$ cat src/rtl/multi_lock_ctrl_pkg.sv
// Shared constants, FSM state type and width helper for the multi-channel UART lock controller.
package lock_ctrl_pkg;

  localparam logic [7:0] OP_OPEN      = 8'h41;
  localparam logic [7:0] OP_CLOSE     = 8'h43;
  localparam logic [7:0] OP_ALL_CLOSE = 8'h58;
  localparam logic [7:0] CH_BASE      = 8'h30;

  typedef enum logic {S_CMD, S_CHAN} state_t;

  // Bits needed to hold 0..max_val, never less than one.
  function automatic int unsigned cnt_width(input longint unsigned max_val);
    return (max_val == 0) ? 1 : int'($clog2(max_val + 1));
  endfunction

endpackage

$ cat src/rtl/multi_lock_ctrl_if.sv
// Board-side signal bundle: ESP32 RX line in, lock drive and status pulses out.
interface multi_lock_ctrl_if #(
  parameter int unsigned N_LOCKS = 4
);
  logic               rx_pin;
  logic [N_LOCKS-1:0] lock_open;
  logic               cmd_ok;
  logic               cmd_err;

  modport master (output rx_pin, input lock_open, cmd_ok, cmd_err);
  modport slave  (input rx_pin, output lock_open, cmd_ok, cmd_err);
endinterface

$ cat src/rtl/multi_lock_ctrl_relock_timer.sv
// Per-channel retriggerable relock countdown; expire is high on the cycle the count is 1.
module lock_relock_timer
  import lock_ctrl_pkg::*;
#(
  parameter int unsigned RELOCK_CYCLES = 250_000_000
) (
  input  logic clk,
  input  logic rst_n,
  input  logic load,
  input  logic clear,
  output logic expire
);
  localparam int unsigned TW = cnt_width(RELOCK_CYCLES);

  logic [TW-1:0] r_count;

  always_ff @(posedge clk or negedge rst_n) begin
    if (!rst_n) begin
      r_count <= '0;
    end else if (clear) begin
      r_count <= '0;
    end else if (load) begin
      r_count <= TW'(RELOCK_CYCLES);
    end else if (r_count != '0) begin
      r_count <= r_count - TW'(1);
    end
  end

  // Combinational so the lock drops on the same edge the count reaches zero.
  assign expire = (r_count == TW'(1));

endmodule

$ cat src/rtl/uart_rx.sv
// 8N1 UART receiver: samples mid-bit, emits a one-cycle o_Rx_DV with the received byte.
module uart_rx #(
  parameter int unsigned CLKS_PER_BIT = 434
) (
  input  logic       i_Clock,
  input  logic       i_Rx_Serial,
  output logic       o_Rx_DV,
  output logic [7:0] o_Rx_Byte
);
  localparam int unsigned CW = (CLKS_PER_BIT > 1) ? $clog2(CLKS_PER_BIT) : 1;

  typedef enum logic [2:0] {RX_IDLE, RX_START, RX_DATA, RX_STOP, RX_CLEANUP} rx_state_t;

  logic          r_Rx_Data_R;
  logic          r_Rx_Data;
  logic [CW-1:0] r_Clk_Count;
  logic [2:0]    r_Bit_Index;
  logic [7:0]    r_Rx_Byte;
  logic          r_Rx_DV;
  rx_state_t     r_SM_Main;

  always_ff @(posedge i_Clock) begin
    r_Rx_Data_R <= i_Rx_Serial;
    r_Rx_Data   <= r_Rx_Data_R;
  end

  always_ff @(posedge i_Clock) begin
    case (r_SM_Main)
      RX_IDLE: begin
        r_Rx_DV     <= 1'b0;
        r_Clk_Count <= '0;
        r_Bit_Index <= '0;
        if (r_Rx_Data == 1'b0) r_SM_Main <= RX_START;
      end
      RX_START: begin
        if (r_Clk_Count == CW'((CLKS_PER_BIT - 1) / 2)) begin
          r_Clk_Count <= '0;
          r_SM_Main   <= (r_Rx_Data == 1'b0) ? RX_DATA : RX_IDLE;
        end else begin
          r_Clk_Count <= r_Clk_Count + CW'(1);
        end
      end
      RX_DATA: begin
        if (r_Clk_Count < CW'(CLKS_PER_BIT - 1)) begin
          r_Clk_Count <= r_Clk_Count + CW'(1);
        end else begin
          r_Clk_Count            <= '0;
          r_Rx_Byte[r_Bit_Index] <= r_Rx_Data;
          if (r_Bit_Index < 3'd7) begin
            r_Bit_Index <= r_Bit_Index + 3'd1;
          end else begin
            r_Bit_Index <= '0;
            r_SM_Main   <= RX_STOP;
          end
        end
      end
      RX_STOP: begin
        if (r_Clk_Count < CW'(CLKS_PER_BIT - 1)) begin
          r_Clk_Count <= r_Clk_Count + CW'(1);
        end else begin
          r_Rx_DV     <= 1'b1;
          r_Clk_Count <= '0;
          r_SM_Main   <= RX_CLEANUP;
        end
      end
      RX_CLEANUP: begin
        r_Rx_DV   <= 1'b0;
        r_SM_Main <= RX_IDLE;
      end
      default: r_SM_Main <= RX_IDLE;
    endcase
  end

  assign o_Rx_DV   = r_Rx_DV;
  assign o_Rx_Byte = r_Rx_Byte;

endmodule

$ cat src/rtl/multi_lock_ctrl.sv
// UART command decoder driving N_LOCKS lock outputs: 'A'/'C' + digit, 'X' closes all.
module multi_lock_ctrl
  import lock_ctrl_pkg::*;
#(
  parameter int unsigned CLKS_PER_BIT  = 434,
  parameter int unsigned N_LOCKS       = 4,
  parameter int unsigned RELOCK_CYCLES = 250_000_000,
  parameter int unsigned BYTE_TIMEOUT  = 50_000
) (
  input logic             clk,
  input logic             rst_n,
  multi_lock_ctrl_if.slave bus
);
  localparam int unsigned CW = cnt_width(BYTE_TIMEOUT);

  logic               w_rx_dv;
  logic [7:0]         w_rx_byte;
  logic [7:0]         w_chan;
  logic               w_chan_valid;
  logic               w_all_close;
  logic [CW-1:0]      w_cnt_next;
  logic [N_LOCKS-1:0] w_open;
  logic [N_LOCKS-1:0] w_load;
  logic [N_LOCKS-1:0] w_clear;
  logic [N_LOCKS-1:0] w_expire;
  logic [N_LOCKS-1:0] w_lock_next;

  state_t             r_state;
  logic [7:0]         r_opcode;
  logic [CW-1:0]      r_cnt;
  logic [N_LOCKS-1:0] r_lock_open;
  logic               r_cmd_ok;
  logic               r_cmd_err;

  uart_rx #(.CLKS_PER_BIT(CLKS_PER_BIT)) u_uart_rx (
    .i_Clock     (clk),
    .i_Rx_Serial (bus.rx_pin),
    .o_Rx_DV     (w_rx_dv),
    .o_Rx_Byte   (w_rx_byte)
  );

  assign w_chan       = w_rx_byte - CH_BASE;
  assign w_chan_valid = w_rx_dv && (r_state == S_CHAN) && (w_rx_byte >= CH_BASE)
                        && (w_rx_byte < CH_BASE + 8'(N_LOCKS));
  assign w_all_close  = w_rx_dv && (r_state == S_CMD) && (w_rx_byte == OP_ALL_CLOSE);
  assign w_cnt_next   = r_cnt + CW'(1);

  // An executing command outranks a same-edge timer expiry on its channel.
  always_comb begin
    w_open      = '0;
    w_load      = '0;
    w_clear     = '0;
    w_lock_next = r_lock_open;
    for (int unsigned k = 0; k < N_LOCKS; k++) begin
      if (w_chan_valid && (w_chan == 8'(k))) begin
        w_open[k]  = (r_opcode == OP_OPEN);
        w_clear[k] = (r_opcode == OP_CLOSE);
      end
      if (w_all_close) w_clear[k] = 1'b1;
      w_load[k] = w_open[k] && (RELOCK_CYCLES != 0);
      if (w_open[k])                     w_lock_next[k] = 1'b1;
      else if (w_clear[k] || w_expire[k]) w_lock_next[k] = 1'b0;
    end
  end

  for (genvar g = 0; g < N_LOCKS; g++) begin : g_timer
    lock_relock_timer #(.RELOCK_CYCLES(RELOCK_CYCLES)) u_timer (
      .clk    (clk),
      .rst_n  (rst_n),
      .load   (w_load[g]),
      .clear  (w_clear[g]),
      .expire (w_expire[g])
    );
  end

  always_ff @(posedge clk or negedge rst_n) begin
    if (!rst_n) begin
      r_state     <= S_CMD;
      r_opcode    <= '0;
      r_cnt       <= '0;
      r_lock_open <= '0;
      r_cmd_ok    <= 1'b0;
      r_cmd_err   <= 1'b0;
    end else begin
      r_cmd_ok    <= 1'b0;
      r_cmd_err   <= 1'b0;
      r_lock_open <= w_lock_next;
      case (r_state)
        S_CMD: begin
          if (w_rx_dv) begin
            if ((w_rx_byte == OP_OPEN) || (w_rx_byte == OP_CLOSE)) begin
              r_opcode <= w_rx_byte;
              r_cnt    <= '0;
              r_state  <= S_CHAN;
            end else if (w_rx_byte == OP_ALL_CLOSE) begin
              r_cmd_ok <= 1'b1;
            end else begin
              r_cmd_err <= 1'b1;
            end
          end
        end
        S_CHAN: begin
          // A byte arriving on the timeout edge is decoded, not timed out.
          if (w_rx_dv) begin
            r_state <= S_CMD;
            if (w_chan_valid) r_cmd_ok  <= 1'b1;
            else              r_cmd_err <= 1'b1;
          end else if (w_cnt_next == CW'(BYTE_TIMEOUT)) begin
            r_cmd_err <= 1'b1;
            r_state   <= S_CMD;
          end else begin
            r_cnt <= w_cnt_next;
          end
        end
      endcase
    end
  end

  assign bus.lock_open = r_lock_open;
  assign bus.cmd_ok    = r_cmd_ok;
  assign bus.cmd_err   = r_cmd_err;

endmodule
$ cat src/flat_wrapper.sv
// flat-port wrapper written by rule: the top's interface ports become plain ports
module multi_lock_ctrl_flat import lock_ctrl_pkg::*;
#(
  parameter int unsigned CLKS_PER_BIT  = 434,
  parameter int unsigned N_LOCKS       = 4,
  parameter int unsigned RELOCK_CYCLES = 250_000_000,
  parameter int unsigned BYTE_TIMEOUT  = 50_000
)
  (clk, rst_n, bus_rx_pin, bus_lock_open, bus_cmd_ok, bus_cmd_err);
  multi_lock_ctrl_if #(.N_LOCKS(N_LOCKS)) bus_i ();
  input logic clk;
  input logic rst_n;
  input wire logic [$bits(bus_i.rx_pin)-1:0] bus_rx_pin;
  output wire logic [$bits(bus_i.lock_open)-1:0] bus_lock_open;
  output wire logic [$bits(bus_i.cmd_ok)-1:0] bus_cmd_ok;
  output wire logic [$bits(bus_i.cmd_err)-1:0] bus_cmd_err;
  assign bus_i.rx_pin = bus_rx_pin;
  assign bus_lock_open = bus_i.lock_open;
  assign bus_cmd_ok = bus_i.cmd_ok;
  assign bus_cmd_err = bus_i.cmd_err;
  multi_lock_ctrl #(.CLKS_PER_BIT(CLKS_PER_BIT), .N_LOCKS(N_LOCKS), .RELOCK_CYCLES(RELOCK_CYCLES), .BYTE_TIMEOUT(BYTE_TIMEOUT)) u_core (.clk(clk), .rst_n(rst_n), .bus(bus_i));
endmodule
$ cat config.mk
export PLATFORM = sky130hd
export DESIGN_NAME = multi_lock_ctrl_flat
export DESIGN_NICKNAME = d
export VERILOG_FILES = /design/src/rtl/multi_lock_ctrl_pkg.sv /design/src/rtl/multi_lock_ctrl_if.sv /design/src/rtl/multi_lock_ctrl_relock_timer.sv /design/src/rtl/uart_rx.sv /design/src/rtl/multi_lock_ctrl.sv /design/src/flat_wrapper.sv
export SDC_FILE = /design/constraint.sdc
export NUM_CORES = 1
export LEC_CHECK = 0
export ABC_AREA = 0
export CORE_MARGIN = 4
export CORE_UTILIZATION = 45
export CTS_CLUSTER_SIZE = 20
export DETAILED_ROUTE_END_ITERATION = 7
export GPL_ROUTABILITY_DRIVEN = 0
export SETUP_SLACK_MARGIN = 0.3
export SLEW_MARGIN = 20
export SYNTH_ARGS = -nofsm -noshare
export SYNTH_HDL_FRONTEND = slang
export SYNTH_SLANG_ARGS = --single-unit
$ cat constraint.sdc
create_clock -name clk -period 3.09 [get_ports clk]
set_input_delay 0.4635 -clock clk [delete_from_list [all_inputs] [get_ports clk]]
set_output_delay 0.4635 -clock clk [all_outputs]
set_load 0.02 [all_outputs]
# --- Word-level counts from Yosys, hierarchy flattened ---
# Index checks and enable logic that the tools add are counted.
totals:
  wordCells: 176
  output_inout_bits: 6
  reg_bits: 169
  inputBits: 3
  latchBits: 0
  romBits: 0
  ramBits: 0
  n_memories: 0
classes:
  mul: 0
  n_bitwise: 2
  n_eq_ne: 27
  reduce_logical: 40
  n_addsub: 8
  div: 0
  n_mux: 73
  shift: 0
  magnitude_cmp: 6
ops:
  columns: ["op", "count"]
  rows:
  - ["$mux W28", 12]
  - ["$eq A28 B1 Y1 const B", 4]
  - ["$reduce_bool A28 Y1", 4]
  - ["$sub A28 B1 Y28 const B", 4]
  - ["$mux W16", 4]
  - ["$eq A8 B7 Y1 const B", 5]
  - ["$mux W1", 37]
  - ["$pmux W16 S2", 1]
  - ["$pmux W9 S3", 1]
  - ["$mux W3", 7]
  - ["$mux W9", 2]
  - ["$ne A2 B2 Y1 const B", 9]
  - ["$add A16 B1 Y16 const B", 1]
  - ["$eq A16 B16 Y1 const B", 1]
  - ["$eq A8 B2 Y1 const B", 2]
  - ["$reduce_bool A3 Y1", 5]
  - ["$pmux W3 S4", 1]
  - ["$reduce_bool A2 Y1", 6]
  - ["$logic_and A1 B1 Y1", 10]
  - ["$add A9 B1 Y9 const B", 1]
  - ["$eq A9 B8 Y1 const B", 1]
  - ["$lt A9 B9 Y1 const B", 1]
  - ["$bwmux W8", 1]
  - ["$eq A8 B1 Y1 const B", 1]
  - ["other kinds (23)", 35]

# --- Depth between registers and ports, before layout ---
depth:
  word_depth: 9
  mapped_depth: 10
  ltp_nobuf: 8

# --- By module ---
# Synthesis repeated with hierarchy kept, for this count alone.
unflattened:
  cells_unflattened: 1051
  hier_area_um2: 10099.7
modules_own_cells:
  columns: ["module", "area_each_um2", "instances", "seq_area_each_um2", "cells_each"]
  rows:
  - ["lock_relock_timer (u_core.g_timer[1].u_timer ...)", 1731.7, 3, 700.7, 179]
  - ["multi_lock_ctrl", 1979.4, 1, 775.7, 225]
  - ["lock_relock_timer (u_core.g_timer[0].u_timer)", 1662.8, 1, 700.7, 184]
  - ["uart_rx", 1262.5, 1, 760.7, 105]

# --- Least setup slack after synthesis ---
# OpenSTA, ideal clock, no wires.
synth_timing:
  path_kind: "register -> register"
  startpoint: "reg u_core.r_state"
  endpoint: "reg u_core.g_timer[3].u_timer.r_count[17]"
  required_time_ns: 3.007
  stages_incl_launch_ff: 10
  arrival_time_ns: 2.346
  period_less_slack_ns: 2.428
  setup_ns: 0.083
  path_buffers: 3
  slack_ns: 0.662
  cell_sequence: "dfrtp_1 clkbuf_1 clkinv_1 clkbuf_1 ha_1 nand4_1 clkbuf_1 o21ai_1 or2_2 o21ai_0"
synth_via:
  elab_chain_cells: 7
  word_cells_on_any_way: 13
  cone_classes: "mux (5); bitwise (1); reduce/logical (7)"
synth_rtl:
  columns: ["item", "line", "source"]
  rows:
  - ["from (decl)", "multi_lock_ctrl.sv:28", "state_t r_state;"]
  - ["from (signal assigned)", "multi_lock_ctrl.sv:78", "r_state <= S_CMD;"]
  - ["from (signal assigned)", "multi_lock_ctrl.sv:94", "r_state <= S_CHAN;"]
  - ["from (signal assigned)", "multi_lock_ctrl.sv:105", "r_state <= S_CMD;"]
  - ["$logic_and A1 B1 Y1 (2 in a row)", "multi_lock_ctrl.sv:43", "assign w_chan_valid = w_rx_dv && (r_state == S_CHAN) && (w_rx_byte >= CH_BASE)"]
  - ["$logic_and A1 B1 Y1", "multi_lock_ctrl.sv:44", "&& (w_rx_byte < CH_BASE + 8'(N_LOCKS));"]
  - ["$logic_and A1 B1 Y1", "multi_lock_ctrl.sv:55", "if (w_chan_valid && (w_chan == 8'(k))) begin"]
  - ["$mux W1", "multi_lock_ctrl.sv:55", null]
  - ["$mux W1 / $mux W28 (equally long branches)", "multi_lock_ctrl.sv:59, multi_lock_ctrl_relock_timer.sv:22", null]
  - ["$reduce_bool A3 Y1 (no source line) / $mux W28 (equally long branches)", null, null]
  - ["to (signal assigned)", "multi_lock_ctrl_relock_timer.sv:23", "r_count <= TW'(RELOCK_CYCLES);"]
  - ["to (signal assigned)", "multi_lock_ctrl_relock_timer.sv:25", "r_count <= r_count - TW'(1);"]
  - ["to (decl)", "multi_lock_ctrl_relock_timer.sv:15", "logic [TW-1:0] r_count;"]
# Parallel ways exist; a longest one is shown, timed or not.
# A chain may end at the register's enable or synchronous reset.

# --- Final worst setup path ---
layout_timing:
  startpoint: "reg u_core.r_cnt[0]"
  endpoint: "reg u_core.r_cnt[3]"
layout_via:
  elab_chain_cells: 4
  word_cells_on_any_way: 7
  cone_classes: "add/sub (1); eq/ne (2); mux (3); reduce/logical (1)"
layout_rtl:
  columns: ["item", "line", "source"]
  rows:
  - ["from (decl)", "multi_lock_ctrl.sv:30", "logic [CW-1:0] r_cnt;"]
  - ["from (signal assigned)", "multi_lock_ctrl.sv:112", "r_cnt <= w_cnt_next;"]
  - ["$add A16 B1 Y16 (*)", "multi_lock_ctrl.sv:46", "assign w_cnt_next = r_cnt + CW'(1);"]
  - ["$eq A16 B16 Y1 / $mux W16 (equally long branches)", "multi_lock_ctrl.sv:108", "end else if (w_cnt_next == CW'(BYTE_TIMEOUT)) begin"]
  - ["$ne A2 B2 Y1 (no source line) / $mux W16 (equally long branches)", null, null]
  - ["$reduce_and A4 Y1 (no source line) / $pmux W16 S2 (equally long branches)", null, null]
# Every way passes the cells marked *; elsewhere a longest branch is shown, timed or not. The select of a mux whose other input is x is not followed.

==> impl.org <==
** Clock network
- Clock Pin Slew Worst Setup and Hold Paths :: 0.07 ns
- Buffers inserted during clock tree synthesis total 17.
- Number of buffers on the longest clock path :: 2
- The later pin in the worst-skew pair is clocked with a latency of approximately 0.43 ns.
- The clock drives approximately 170 sinks.
- In this run the post-CTS setup repair buffer count came out at 0.
- The H-tree generated during clock tree synthesis spans 4 levels.
- CTS tree :: built
- The cell sitting at the root of the clock tree is a clkbuf_16.

** Setup path
- Of all nets on the critical path, the largest fanout is 8.
- Required arrival time at the worst endpoint :: 3.37 ns
- The worst setup path is captured at a register.
- At the worst endpoint, the arrival time is approximately 2.8 ns.
- Class of the most critical setup path :: reg -> reg
- Startpoint kind of the worst setup timing path :: register

** Pwr
- Pint :: slightly above 0.005 W
- Final Power :: 0.00805 W
- Net Sw Frac :: a little over a third
- Per report_power, the clock group accounts for 27.0% of the total.
- Logic pwr share :: 26.3%
- VDD sags by at most about 0.00056 V.
- Ratio of total power to cell area :: between 700 and 800 nW/µm²
- Summed over all nets, the switching power comes to around 0.0029 W.
- Standby leakage power :: about 4.2 nW
- Proportion of power drawn by flip-flops and latches :: between 40% and 50%

** Timing
- Clock Skew :: slightly above 0.009 ns
- Crit path time final :: between 2 and 3 ns
- Setup violations remaining at the end of the flow were counted as 0.
- After layout, the worst path uses 81.9% of the clock period.
- Slew headroom :: between 40% and 50%
- Setup repair after global routing missed its margin :: false
- The count of pins over their slew limit is 0.
- Total Negative Setup Slacks :: 0 ns
- For the pin with the worst max-slew slack, the measured transition is 0.800 ns.
- The hold violation count in the final report was 0.
- Timing would allow up to 395 MHz.

** Global routing
- The number of antenna violations at the first check in global routing was 0.
- Pin count of the biggest net entering global routing :: between 60 and 70
- The first global-routing pass estimated about 35000 µm of wire.
- GRT Total Usage :: between 15 and 20%
- Number of global-route vias before repair :: 7065
- Global routing finished with a remaining overflow of 0.

** Hold path
- The tightest min-delay check is of the in -> async type.

** Routing
- After detailed routing, the number of remaining DRC violations is 0.
- After the first detailed-routing iteration, the DRC count stood at around 350.
- Number of vias in the routed layout :: 7215
- Detail-routed net length per standard cell :: approximately 15 µm
- Before antenna repair, the detailed router went through 5 iterations.
- Antenna-violating nets left :: 0
- Via-to-Cell Ratio :: between 5 and 6
- After detailed routing, the total wire length is between 15000 and 20000 µm.

** Layout
- Counting the fill cells in the layout gives around 1.9k.
- At the end of the flow, the number of nets in the layout was about 1.0k.
- Area of the multi-input gates :: between 4000 and 5000 µm²
- Antenna Cells :: 0
- Core Util, Final :: about half
- Area growth from synthesis to final layout :: 10.7%
- Non-Filler Cell Area, Final :: 10500 µm²
- Flip-flop and latch area :: 4340 µm²
- Fraction of layout instances using a drive strength above 1 :: under 10%

** Placement
- HPWL after detailed placement :: ~14000 µm
- In this run the cell area measured after placement is 9860 µm².
- Count of port buffers added during placement :: 8

** Floorplan
- The initial utilization of the core area, before any placement, comes to between 40% and 50%.
- The die is around 150 µm wide.
- During I/O placement, the number of pins put on the boundary was 9.
- The core region is 20400 µm².
- Chip Height :: 153 µm
- The die covers 23400 µm².
- The initialized floorplan defines 52 standard-cell rows.

** Synth
- For this run, the register share of the synthesized area comes to 45.8%.
- The average instance in the mapped netlist occupies 9.44 µm².
- Combined area of all synthesized cells :: 9460 µm²
- Synthesis produced a netlist whose cell count is 1003.
- Warnings, synthesis :: 0
- For this run, the leading register cell type out of synthesis is dfrtp_1.
- Syn nets :: just over 1k
- The synthesized design contains around 170 register bits.
- Number of synthesized flops with an enable pin :: 24
- Unique masters post-synth :: 81
- Synth async-reset ratio :: between 80% and 90%

** Run status
- The flow ran to the end, and the final reports show no timing, DRC or antenna violations.

** Run
- Max-cap violations in this run came to 0.
-- cell type report --
| type | count | area share [%] |
|---|---|---|
| flip-flops and latches | 169 | 41.4 |
| clock buffers | 23 | 4.97 |
| multi-input cells | 775 | 46.6 |
| inverters | 25 | 0.896 |
| well taps | 270 | 3.23 |
| clock inverters | 9 | 0.789 |
| repair buffers | 25 | 2.11 |
-- critical path: stages (launching register included) --
cell and delay (ns):
dfrtp_1 0.47, ha_1 0.29, and4_2 0.30, nand2_1 0.09, nor4_1 0.32, o21ai_0 0.33, o311ai_0 0.43, o211ai_1 0.16
-- timing repair --
action                     4_1_cts  5_1_grt
hold buffers                     0        0
resized for setup                0        2
setup endpoints to repair        0        6
-- sequential cells by signal (all words and copies together), names as in the netlist --
register and cells:
u_core.bus.cmd_err 1, u_core.u_uart_rx.r_Rx_Data_R 1, u_core.bus.lock_open 4, u_core.u_uart_rx.r_Rx_Data 1, u_core.u_uart_rx.o_Rx_Byte 8, u_core.u_uart_rx.r_Bit_Index 3, u_core.r_opcode 8, u_core.r_state 1
u_core.bus.cmd_ok 1, u_core.u_uart_rx.o_Rx_DV 1, u_core.r_cnt 16, u_core.u_uart_rx.r_Clk_Count 9, u_core.u_uart_rx.r_SM_Main 3, u_core.g_timer.u_timer.r_count 112
-- synthesized netlist by cell type, drive strengths merged, types with 6 or more instances --
master / n / share of area (%)
dfrtp: 143 / 38
nor2: 142 / 5.6
nand2: 75 / 3.0
xor2: 62 / 5.7
a21oi: 56 / 3.0
nand3: 48 / 2.6
nor3: 44 / 2.6
xnor2: 43 / 4.0
nor4: 33 / 3.1
o21ai: 33 / 1.8
edfxtp: 24 / 7.6
nand4: 24 / 1.7
inv: 23 / 0.91
or4: 22 / 1.9
clkbuf: 20 / 0.82
ha: 18 / 2.4
or3: 18 / 1.2
and2: 16 / 1.1
buf: 14 / 0.91
and3: 11 / 0.74
nand2b: 11 / 0.75
o211ai: 10 / 0.79
nand4b: 8 / 0.74
nor3b: 8 / 0.63
a211oi: 7 / 0.56
a31oi: 7 / 0.46
nand3b: 7 / 0.56
a311oi: 6 / 0.56
or2: 6 / 0.40
-- layer usage --
layer | routed length [µm] | track usage (%) | share of wire, %
met5 | 0 | 0 | 0
met2 | 9380 | 28.1 | 47
met4 | 181 | 4.45 | 0.91
met3 | 536 | 3.11 | 2.7
met1 | 9850 | 25.2 | 49
-- stage by stage --
stage,setup WS [ns],hold WS (ns),cells
after floorplan,0.662,0.168,1003
after global placement,0.504,0.310,1264
after detailed placement,0.474,0.312,1264
after CTS,0.466,0.0344,1296
after global routing,0.302,0.0581,1296
final,0.558,0.00572,1296
-- layout by cell type, fill, tap and decap left out, drive strengths merged, types with 8 or more instances in the layout --
| cell type | Yosys | final |
|---|---|---|
| xnor2 | 43 | 43 |
| or3 | 18 | 18 |
| and3 | 11 | 11 |
| nand4 | 24 | 24 |
| nand4b | 8 | 8 |
| nor3 | 44 | 44 |
| inv | 23 | 25 |
| nand3 | 48 | 48 |
| and2 | 16 | 16 |
| nand2b | 11 | 11 |
| o211ai | 10 | 10 |
| nor4 | 33 | 33 |
| or4 | 22 | 22 |
| nand2 | 75 | 75 |
| ha | 18 | 18 |
| edfxtp | 24 | 24 |
| nor3b | 8 | 8 |
| a21oi | 56 | 56 |
| xor2 | 62 | 62 |
| dfrtp | 143 | 143 |
| buf | 14 | 18 |
| o21ai | 33 | 33 |
| nor2 | 142 | 142 |
| clkbuf | 20 | 23 |
-- power by group through the flow --
stage / Combinational [W] / Clock (W) / Sequential, W
CTS: 0.00214 / 0.00222 / 0.00375
global route: 0.00246 / 0.00232 / 0.00388
floorplan: 0.00173 / 0 / 0.00360
finish: 0.00212 / 0.00217 / 0.00376
detailed placement: 0.00213 / 0 / 0.00377
global placement: 0.00209 / 0 / 0.00377
-- path summary, 6_finish.rpt --
kind	cells past startpoint	slack, ns	start	end
setup / recovery	7	0.56	u_core.r_cnt[0]$_DFFE_PN0P_	u_core.r_cnt[3]$_DFFE_PN0P_
hold / removal	1	0.006	rst_n	u_core.g_timer[2].u_timer.r_count[23]$_DFFE_PN0P_
setup reg to reg	7	0.56	u_core.r_cnt[0]$_DFFE_PN0P_	u_core.r_cnt[3]$_DFFE_PN0P_
hold reg to reg	0	0.33	u_core.u_uart_rx.r_Rx_Data_R$_DFF_P_	u_core.u_uart_rx.r_Rx_Data$_DFF_P_
max in group asynchronous	2	2.32	rst_n	u_core.g_timer[1].u_timer.r_count[22]$_DFFE_PN0P_
min in group clk	0	0.33	u_core.u_uart_rx.r_Rx_Data_R$_DFF_P_	u_core.u_uart_rx.r_Rx_Data$_DFF_P_
-- logic make-up (layout without fill, tap and decap cells) --
| logic type | after synthesis | count (layout) | synth area share [%] |
|---|---|---|---|
| simple gates | 492 | 492 | 28.3 |
| buf+inv | 59 | 82 | 2.72 |
| compound gates | 158 | 158 | 10.8 |
| mux | 2 | 2 | 0.225 |
| flops | 169 | 169 | 45.8 |
| xor+xnor | 105 | 105 | 9.72 |
| fa+ha+maj | 18 | 18 | 2.38 |
(Power assumes the default switching activity.)
